### config.mk
export PLATFORM = sky130hd
export DESIGN_NAME = wb_master
export DESIGN_NICKNAME = d
export VERILOG_FILES = /design/src/rtl/wb_master.sv
export SDC_FILE = /design/constraint.sdc
export NUM_CORES = 1
export LEC_CHECK = 0
export CORE_MARGIN = 2
export CORE_UTILIZATION = 40
export CTS_CLUSTER_SIZE = 28
export DETAILED_ROUTE_END_ITERATION = 16
export PLACE_DENSITY = 0.78
export SETUP_SLACK_MARGIN = 0.05
export SYNTH_ARGS = -nofsm -noshare
export SYNTH_HDL_FRONTEND = slang
export SYNTH_SLANG_ARGS = --single-unit
### constraint.sdc
create_clock -name clk_i -period 5.2 [get_ports clk_i]
set_input_delay 0.78 -clock clk_i [delete_from_list [all_inputs] [get_ports clk_i]]
set_output_delay 0.78 -clock clk_i [all_outputs]
set_load 0.02 [all_outputs]
### src/rtl/wb_master.sv
// Wishbone B4 pipelined single-transaction master: one command in, one bus cycle out,
// one response pulse back carrying read data and error/timeout status.
module wb_master #(
  parameter int unsigned ADDR_WIDTH = 16,
  parameter int unsigned DATA_WIDTH = 32,
  parameter int unsigned GRANULE    = 8,
  parameter int unsigned TIMEOUT    = 255,
  localparam int unsigned SEL_WIDTH = DATA_WIDTH / GRANULE
) (
  input  logic                  clk_i,
  input  logic                  rst_i,
  // command side
  input  logic                  cmd_valid_i,
  output logic                  cmd_ready_o,
  input  logic                  cmd_we_i,
  input  logic [ADDR_WIDTH-1:0] cmd_adr_i,
  input  logic [DATA_WIDTH-1:0] cmd_dat_i,
  input  logic [SEL_WIDTH-1:0]  cmd_sel_i,
  // response side
  output logic                  rsp_valid_o,
  output logic [DATA_WIDTH-1:0] rsp_dat_o,
  output logic                  rsp_err_o,
  output logic                  rsp_timeout_o,
  // wishbone bus
  output logic [ADDR_WIDTH-1:0] adr_o,
  output logic [DATA_WIDTH-1:0] dat_o,
  input  logic [DATA_WIDTH-1:0] dat_i,
  output logic [SEL_WIDTH-1:0]  sel_o,
  output logic                  we_o,
  output logic                  stb_o,
  output logic                  cyc_o,
  input  logic                  ack_i,
  input  logic                  err_i,
  input  logic                  stall_i
);

  localparam int unsigned CNT_W = (TIMEOUT < 2) ? 1 : $clog2(TIMEOUT + 1);
  localparam logic        TO_EN = (TIMEOUT != 0);

  typedef enum logic [1:0] {
    ST_IDLE = 2'd0,
    ST_REQ  = 2'd1,
    ST_WAIT = 2'd2
  } state_t;

  state_t                state_q, state_d;
  logic                  cyc_q, cyc_d;
  logic                  stb_q, stb_d;
  logic                  we_q, we_d;
  logic [ADDR_WIDTH-1:0] adr_q, adr_d;
  logic [DATA_WIDTH-1:0] dat_q, dat_d;
  logic [SEL_WIDTH-1:0]  sel_q, sel_d;
  logic [CNT_W-1:0]      cnt_q, cnt_d;
  logic                  rsp_valid_q, rsp_valid_d;
  logic [DATA_WIDTH-1:0] rsp_dat_q, rsp_dat_d;
  logic                  rsp_err_q, rsp_err_d;
  logic                  rsp_to_q, rsp_to_d;

  logic [CNT_W-1:0]      cnt_inc;
  logic                  to_hit;
  logic                  complete;
  logic                  abort;

  // Saturating cycle counter value for this REQ/WAIT cycle and the timeout decision
  always_comb begin
    cnt_inc = (cnt_q == {CNT_W{1'b1}}) ? cnt_q : cnt_q + CNT_W'(1);
    to_hit  = TO_EN && (cnt_inc == CNT_W'(TIMEOUT));
  end

  // Next-state and registered-output logic; ack/err beats a coincident timeout
  always_comb begin
    state_d     = state_q;
    cyc_d       = cyc_q;
    stb_d       = stb_q;
    we_d        = we_q;
    adr_d       = adr_q;
    dat_d       = dat_q;
    sel_d       = sel_q;
    cnt_d       = cnt_q;
    rsp_valid_d = 1'b0;
    rsp_dat_d   = '0;
    rsp_err_d   = 1'b0;
    rsp_to_d    = 1'b0;
    complete    = 1'b0;
    abort       = 1'b0;

    case (state_q)
      ST_IDLE: begin
        cnt_d = '0;
        if (cmd_valid_i) begin
          state_d = ST_REQ;
          cyc_d   = 1'b1;
          stb_d   = 1'b1;
          we_d    = cmd_we_i;
          adr_d   = cmd_adr_i;
          dat_d   = cmd_we_i ? cmd_dat_i : '0;
          sel_d   = cmd_sel_i;
        end
      end
      ST_REQ: begin
        cnt_d = cnt_inc;
        if (!stall_i && (ack_i || err_i)) begin
          complete = 1'b1;
        end else if (to_hit) begin
          abort = 1'b1;
        end else if (!stall_i) begin
          stb_d   = 1'b0;
          state_d = ST_WAIT;
        end
      end
      ST_WAIT: begin
        cnt_d = cnt_inc;
        if (ack_i || err_i) begin
          complete = 1'b1;
        end else if (to_hit) begin
          abort = 1'b1;
        end
      end
      default: begin
        state_d = ST_IDLE;
        cyc_d   = 1'b0;
        stb_d   = 1'b0;
      end
    endcase

    if (complete || abort) begin
      state_d     = ST_IDLE;
      cyc_d       = 1'b0;
      stb_d       = 1'b0;
      rsp_valid_d = 1'b1;
    end
    if (complete) begin
      rsp_err_d = err_i;
      rsp_dat_d = (err_i || we_q) ? '0 : dat_i;
    end
    if (abort) begin
      rsp_err_d = 1'b1;
      rsp_to_d  = 1'b1;
    end
  end

  // State and output registers; reset drops the bus at once without a response
  always_ff @(posedge clk_i or negedge rst_i) begin
    if (!rst_i) begin
      state_q     <= ST_IDLE;
      cyc_q       <= 1'b0;
      stb_q       <= 1'b0;
      we_q        <= 1'b0;
      adr_q       <= '0;
      dat_q       <= '0;
      sel_q       <= '0;
      cnt_q       <= '0;
      rsp_valid_q <= 1'b0;
      rsp_dat_q   <= '0;
      rsp_err_q   <= 1'b0;
      rsp_to_q    <= 1'b0;
    end else begin
      state_q     <= state_d;
      cyc_q       <= cyc_d;
      stb_q       <= stb_d;
      we_q        <= we_d;
      adr_q       <= adr_d;
      dat_q       <= dat_d;
      sel_q       <= sel_d;
      cnt_q       <= cnt_d;
      rsp_valid_q <= rsp_valid_d;
      rsp_dat_q   <= rsp_dat_d;
      rsp_err_q   <= rsp_err_d;
      rsp_to_q    <= rsp_to_d;
    end
  end

  assign cmd_ready_o   = (state_q == ST_IDLE);
  assign cyc_o         = cyc_q;
  assign stb_o         = stb_q;
  assign we_o          = we_q;
  assign adr_o         = adr_q;
  assign dat_o         = dat_q;
  assign sel_o         = sel_q;
  assign rsp_valid_o   = rsp_valid_q;
  assign rsp_dat_o     = rsp_dat_q;
  assign rsp_err_o     = rsp_err_q;
  assign rsp_timeout_o = rsp_to_q;

endmodule

# After elaboration in Yosys (flattened, before gate mapping)
# Index checks and enable logic that the tools add are counted.
# Widths: inputs -> output; s select.
[totals] out_inout_bits=91 reg_bits=100 inputBits=91 wordCells=64
[op_classes] n_mux=30 eq_ne=10 reduce_logical=11 addsub=1
[ops] cell="$mux 32" count=3
[ops] cell="$eq 8x8->1 const B" count=2
[ops] cell="$pmux 8 s2" count=1
[ops] cell="$mux 1" count=15
[ops] cell="$mux 2" count=5
[ops] cell="$ne 3x3->1 const B" count=3
[ops] cell="$add 8x1->8 const B" count=1
[ops] cell="$mux 8" count=1
[ops] cell="$pmux 1 s2" count=3
[ops] cell="$pmux 2 s3" count=1
[ops] cell="$reduce_and 5->1" count=1
[ops] cell="$reduce_and 2->1" count=2
[ops] cell="$logic_or 1x1->1" count=3
[ops] cell="$ne 3x2->1 const B" count=1
[ops] cell="$pmux 1 s3" count=1
[ops] cell="$eq 2x1->1 const B" count=1
[ops] cell="$eq 2x2->1 const B" count=1
[ops] cell="$logic_not 2->1" count=1
[ops] cell="$ne 2x1->1 const B" count=1
[ops] cell="$ne 2x2->1 const B" count=1
[ops] cell="$reduce_bool 2->1" count=1
[ops] cell="$reduce_or 2->1" count=1
[ops] cell="$logic_and 1x1->1" count=1
[ops] cell="$logic_not 1->1" count=1

# Longest topological paths before layout
# Gate-level depths: netlist of run 1.
[depth] depth_word=9 depth_mapped=8 ltp_nobuf=7

# Least setup slack after synthesis of run 1
# OpenSTA, ideal clock, no wires.
[synth_path] path_kind="reg2reg" startpoint="register state_q[0]" endpoint="register adr_q[0], in the netlist adr_o[0]" path_buffers=2 period_less_slack_ns=2.137 path_slack_ns=3.063 path_stages_with_launch=7 t_required_ns=5.075 arrival_time_ns=2.012 setup_ns=0.125 path_cell_list="dfrtp_1 > inv_1 > ha_1 > nand2_1 > clkbuf_1 > clkbuf_1 > mux2_2"
[synth_between] elab_chain_cells=2
[synth_rtl] element="from (decl)" line_no="46" text="state_t state_q, state_d;"
[synth_rtl] element="from (signal assigned)" line_no="158" text="state_q <= state_d;"
[synth_rtl] element="$logic_not 2->1"
[synth_rtl] element="named net cmd_ready_o" line_no="14" text="output logic cmd_ready_o,"
[synth_rtl] element="$reduce_and 2->1 (no source line)"
[synth_rtl] element="to (signal assigned)" line_no="162" text="adr_q <= adr_d;"
[synth_rtl] element="to (decl)" line_no="50" text="logic [ADDR_WIDTH-1:0] adr_q, adr_d;"
# The timed path passes the listed nets, and every way through them passes these cells.
# A chain may end at the register's enable or synchronous reset.

# Worst setup path after layout of run 1
[layout_path] startpoint="register state_q[0]" endpoint="output cmd_ready_o"
[layout_between] elab_chain_cells=1
[layout_rtl] element="$logic_not 2->1" line_no="173" text="assign cmd_ready_o = (state_q == ST_IDLE);"
[layout_rtl] element="to (decl)" line_no="14"
# No other way between the ends.

==> results.yml, run 1 <==
placement:
  io_buffers: 181
  place_ws_ns: 2.62
  gp_congestion: 0.850
  placed_cells: 659
  place_area_um2: 5910
  dpl.hpwl_mm: 7.37
clocking:
  cts_resized: 0
  cts_tree: "yes"
  cts_buffers: 9
  root_buffer: "clkbuf_8"
  cts_setup_buffers: 0
  htree_levels: 3
  clk_path_buf_depth: 2
  clkTransAtPathRegs_ns: 0.09
  clkLatencyLatePin_ns: 0.35
  cts_hold_buffers: 0
  clock-sinks: 99
grt:
  grt_max_degree: 74
  grt-ovfl-total: 0
  antenna_found_initial: 0
  grt_pass1_vias: 3305
  grt_pass1_wl_mm: 16.1
  grt_usage_pct: 18.5
job:
  maxCapViolCount: 0
setup_path:
  ff2ff_path_depth: 7
  worst_ep_arrival_time_ns: 1.85
  path_cells: "inv_1 > ha_1 > clkdlybuf4s50_1"
  crit_path_end_kind: "output port"
  cp_top_family: "buffers and inverters"
  worst-setup-path-type: "flop to output port"
  start_kind: "flop"
  worst-path-stages: 3
  crit_slowest_cell: "clkdlybuf4s50_1"
  slowest_delay_ns: 0.67
  critPathRequiredTime_ns: 4.42
  critPathMaxFanout: 5
  path_buf_inv: 2
sta:
  layout_min_cycle_time_ns: 2.63
  setup-tns-final_ns: 0
  hold_viol: 0
  fin_skew_ns: 0.00957
  clock.fmax_mhz: 381
  whs_ns: 0.404
  finalSetupViolCount: 0
  min_period_over_period_pct: 50.5
  rsz0062_at_grt: "false"
  worst_pin_slew_ns: 1.13
  timing.final.ws_setup_ns: 2.57
  finalMaxSlewViolations: 0
  maxSlewHeadroom_pct: 24.4
synth:
  yosysWarnings: 0
  synthArstFlopShare_pct: 100
  synthFlopType: "dfrtp_1"
  ys_seq_area_share_pct: 61.9
  synth_nets: 460
  synth_area_per_cell_um2: 11.0
  synth-edff-count: 0
  ys_types: 40
  synthCells: 364
  synth_seq_cells: 99
  syn-cell-area_um2: 4000
drt:
  routed_wl_mm: 9.95
  via_per_inst: 4.78
  antenna_left: 0
  post_drt_wl_per_cell_um: 14.7
  drc: 0
  firstDrtPassIters: 4
  num_vias: 3226
  drtIter0Drc: 98
outcome:
  status: "completed"
die:
  start_util_pct: 41.1
  coreArea_um2: 9730
  die_area_um2: 10800
  io_pins: 182
  die_y_um: 104
  num_rows: 36
  die_x_um: 104
final_layout:
  post-route-util_pct: 62.8
  num-nets-final: 633
  layout-drive-gt1-share_pct: 8.67
  area_delta_synth_final_pct: 52.8
  final_cells: 675
  antennaDiodeCount: 0
  final_cell_area_um2: 6110
hold_path:
  hold_class: "input port to async pin"
pwr:
  p_per_area_nw_per_um2: 469
  cellLeakagePower_nw: 2.72
  vdd_ir_drop_max_uv: 244
  finalPower_mw: 2.87
[placed cells by master (no fill, tap or decap), types with 2 or more instances in the layout]
cell,Yosys,final
a21oi_1,12,12
a31oi_1,3,3
and2_1,32,32
and2b_1,2,2
buf_4,2,4
clkbuf_1,17,3
clkbuf_8,0,12
clkdlybuf4s50_1,0,180
dfrtp_1,99,99
ha_1,5,5
inv_1,12,12
mux2_2,21,21
mux2i_1,2,2
nand2_1,72,71
nand3_1,7,7
nand3_2,2,2
nand4_1,3,3
nor2_1,11,11
o211a_1,2,2
o21ai_0,37,37
[registers in the layout, indices dropped and copies added (netlist names)]
signal         flops
rsp_timeout_o      1
adr_o             16
rsp_err_o          1
rsp_dat_o         32
we_o               1
cyc_o              1
cnt_q              8
rsp_valid_o        1
sel_o              4
dat_o             32
state_q            2
[layout make-up]
type	count	area (um^2)
tap	133	166
clock buffer	15	176
multi-input combinational	231	1390
inverter	12	45.0
timing repair buffer	184	1830
fill	797	3620
clock inverter	1	30.0
sequential	99	2480
[cell usage after synthesis, drive strengths merged (2+ instances only)]
master | n | area share [%]
a21oi | 12 | 1.5
a31oi | 3 | 0.47
and2 | 32 | 5.0
and2b | 2 | 0.38
buf | 5 | 0.91
clkbuf | 17 | 1.6
dfrtp | 99 | 62
ha | 5 | 1.6
inv | 12 | 1.1
mux2 | 22 | 6.2
mux2i | 2 | 0.50
nand2 | 72 | 6.8
nand3 | 9 | 1.4
nand4 | 3 | 0.47
nor2 | 11 | 1.0
o211a | 2 | 0.50
o21ai | 38 | 4.8
[power by group]
group | switching [mW] | total (mW) | internal, mW
sequential | 0.124 | 1.11 | 0.981
clock | 0.242 | 0.506 | 0.263
combinational | 0.647 | 1.25 | 0.608
[worst reg2reg max path, delay by kind of cell (launching register included)]
family	cells	cell delay [ns]
AOI/OAI and AO/OA	2	0.66
adders and majority gates	1	0.38
DFF	1	0.48
muxes	1	0.32
and+or+nand+nor	3	0.55
[path summary, 6_finish.rpt]
| check | start | endpoint | slack (ns) |
|---|---|---|---|
| setup / recovery | state_q[0] | cmd_ready_o | 2.57 |
| hold / removal | rst_i | rsp_dat_o[29] | 0.40 |
| setup reg to reg | cnt_q[0] | state_q[0] | 2.70 |
| hold reg to reg | dat_o[13] | dat_o[13] | 0.48 |
| max in group asynchronous | rst_i | cnt_q[1] | 3.64 |
| min in group clk_i | dat_o[13] | dat_o[13] | 0.48 |
[cell families after synthesis]
logic type / share of synthesized area, %
DFF: 61.9
buffers and inverters: 3.63
adders and majority gates: 1.56
and+or+nand+nor: 16.2
AOI/OAI and AO/OA: 9.82
muxes: 6.69
xor gates and xnor gates: 0.219
[layer usage]
metal	vias to the layer above	GRT usage [%]	part of all wire, %
met5	-	0	0
met4	0	7.24	1.9
met3	18	6.58	9.7
met2	149	30.5	48
met1	1514	22.2	40
li1	1545	-	-
Note: power is estimated with default switching activity, not from simulation.
==> inputs of run 2 (changes only) <==
CORE_UTILIZATION = 37   (was 40)
PLACE_DENSITY = 0.76   (was 0.78)
clock period = 2.3 ns   (was 5.2 ns; I/O delays follow)
==> results.yml, run 2 (synthesis results as in run 1) <==
clocking:
  cts_hold_buffers: 0
  htree_levels: 3
  root_buffer: "clkbuf_8"
  clkTransAtPathRegs_ns: 0.09
  cts_buffers: 9
  cts_tree: "yes"
  clk_path_buf_depth: 2
  clock-sinks: 99
  clkLatencyLatePin_ns: 0.35
die:
  die_y_um: 108
  coreArea_um2: 10400
  die_area_um2: 11700
  die_x_um: 108
  num_rows: 37
  start_util_pct: 38.4
  io_pins: 182
sta:
  rsz0062_at_grt: "true"
  min_period_over_period_pct: 92.9
  layout_min_cycle_time_ns: 2.14
  clock.fmax_mhz: 468
  worst_pin_slew_ns: 0.688
  maxSlewHeadroom_pct: 54.1
  fin_skew_ns: 0.00828
  hold_viol: 0
  finalSetupViolCount: 0
  setup-tns-final_ns: 0
  finalMaxSlewViolations: 0
grt:
  grt_usage_pct: 17.4
  grt_max_degree: 86
  grt-ovfl-total: 0
  antenna_found_initial: 0
  grt_pass1_wl_mm: 15.8
  grt_pass1_vias: 3250
pwr:
  p_per_area_nw_per_um2: 1050
  finalPower_mw: 6.48
  cellLeakagePower_nw: 2.75
  vdd_ir_drop_max_uv: 662
setup_path:
  worst-setup-path-type: "flop to flop"
  slowest_delay_ns: 0.47
  crit_path_end_kind: "flop"
  crit_slowest_cell: "dfrtp_1"
  path_cells: "ha_4 > and4_4 > nand3_2 > a221oi_2 > o2111ai_1 > buf_4 > a31oi_1 > a31oi_1"
  worst_ep_arrival_time_ns: 2.36
  crit_path_frequent_cell: "a31oi_1"
  path_buf_inv: 1
  start_kind: "flop"
  critPathMaxFanout: 9
  cp_top_family: "compound AO/OA/AOI/OAI gates"
  r2r_slack_ns: 0.16
  critPathRequiredTime_ns: 2.52
drt:
  drc: 0
  routed_wl_mm: 9.89
  drtIter0Drc: 166
  antenna_left: 0
  post_drt_wl_per_cell_um: 14.5
  via_per_inst: 4.75
  firstDrtPassIters: 4
  num_vias: 3234
job:
  maxCapViolCount: 0
final_layout:
  layout-drive-gt1-share_pct: 9.72
  num-nets-final: 636
  num-fill-cells: 850
  final_cell_area_um2: 6170
  final_cell_mix: "179 x clkdlybuf4s50_1, 99 x dfrtp_1, 71 x nand2_1"
  antennaDiodeCount: 0
  multiInputGateArea_um2: 1400
  area_delta_synth_final_pct: 54.1
  layout_commonest_cell: "clkdlybuf4s50_1"
  regArea_um2: 2480
placement:
  dpl.hpwl_mm: 7.25
  place_area_um2: 5960
  gp_congestion: 0.877
  io_buffers: 181
hold_path:
  hold_class: "input port to async pin"
outcome:
  status: "completed"
[run 2: metrics by stage]
| stage | hold WS, ns | instances | util, % | setup slack, ns |
|---|---|---|---|---|
| 2_1_floorplan | 0.0494 | 364 | - | 0.163 |
| 3_3_place_gp | 0.424 | 665 | 57.2 | 0.187 |
| 3_5_place_dp | 0.438 | 665 | 57.2 | 0.109 |
| 4_1_cts | 0.0359 | 681 | 59.1 | 0.0943 |
| 5_1_grt | 0.0564 | 681 | 59.2 | 0.0467 |
| 6_report | 0.0186 | 681 | 59.2 | 0.163 |
[run 2: metal layers]
layer / GRT usage [%] / vias to the layer above / part of all wire (%)
met2: 27.9 / 139 / 49
met1: 21.0 / 1529 / 40
met4: 6.68 / 0 / 2.0
met3: 7.29 / 16 / 9.8
met5: 0 / - / 0
li1: - / 1550 / -
[run 2: worst register-to-register path: stages, from the launching register on]
cell,delay (ns)
dfrtp_1,0.47
ha_4,0.21
and4_4,0.25
nand3_2,0.09
a221oi_2,0.33
o2111ai_1,0.22
buf_4,0.20
a31oi_1,0.17
a31oi_1,0.07
[run 2: final timing paths]
kind                            startpoint            end  cells past startpoint
worst max-delay path              cnt_q[1]          cyc_o                      8
min in group clk_i                dat_o[0]       dat_o[0]                      2
worst min-delay path                 rst_i  rsp_dat_o[19]                      1
max in group asynchronous            rst_i      dat_o[14]                      2
worst min register to register    dat_o[0]       dat_o[0]                      2
worst max register to register    cnt_q[1]          cyc_o                      8
[run 2: timing repair]
item / CTS / global route
pin swaps: 0 / 0
buffers inserted: 0 / 0
hold endpoints to repair: 0 / 0
gates cloned: 0 / 0
resized for setup: 1 / 2
setup endpoints to repair: 1 / 3
[run 2: power breakdown]
group,internal [mW],switching (mW)
Combinational,1.41,1.48
Clock,0.528,0.579
Sequential,2.22,0.269
Total,4.15,2.33
[run 2: cell type report]
cell class              instances  area share [%]
clock inverters                 5           0.852
repair buffers                187            30.5
well taps                     136            2.76
multi-input cells             231            22.7
inverters                      12           0.730
clock buffers                  11            2.29
flip-flops and latches         99            40.2
==> inputs of run 3 (changes only) <==
SLEW_MARGIN = 25   (was not set)
==> results of run 3 <==
No change in the layout: final DEF, timing and power equal those of run 2.
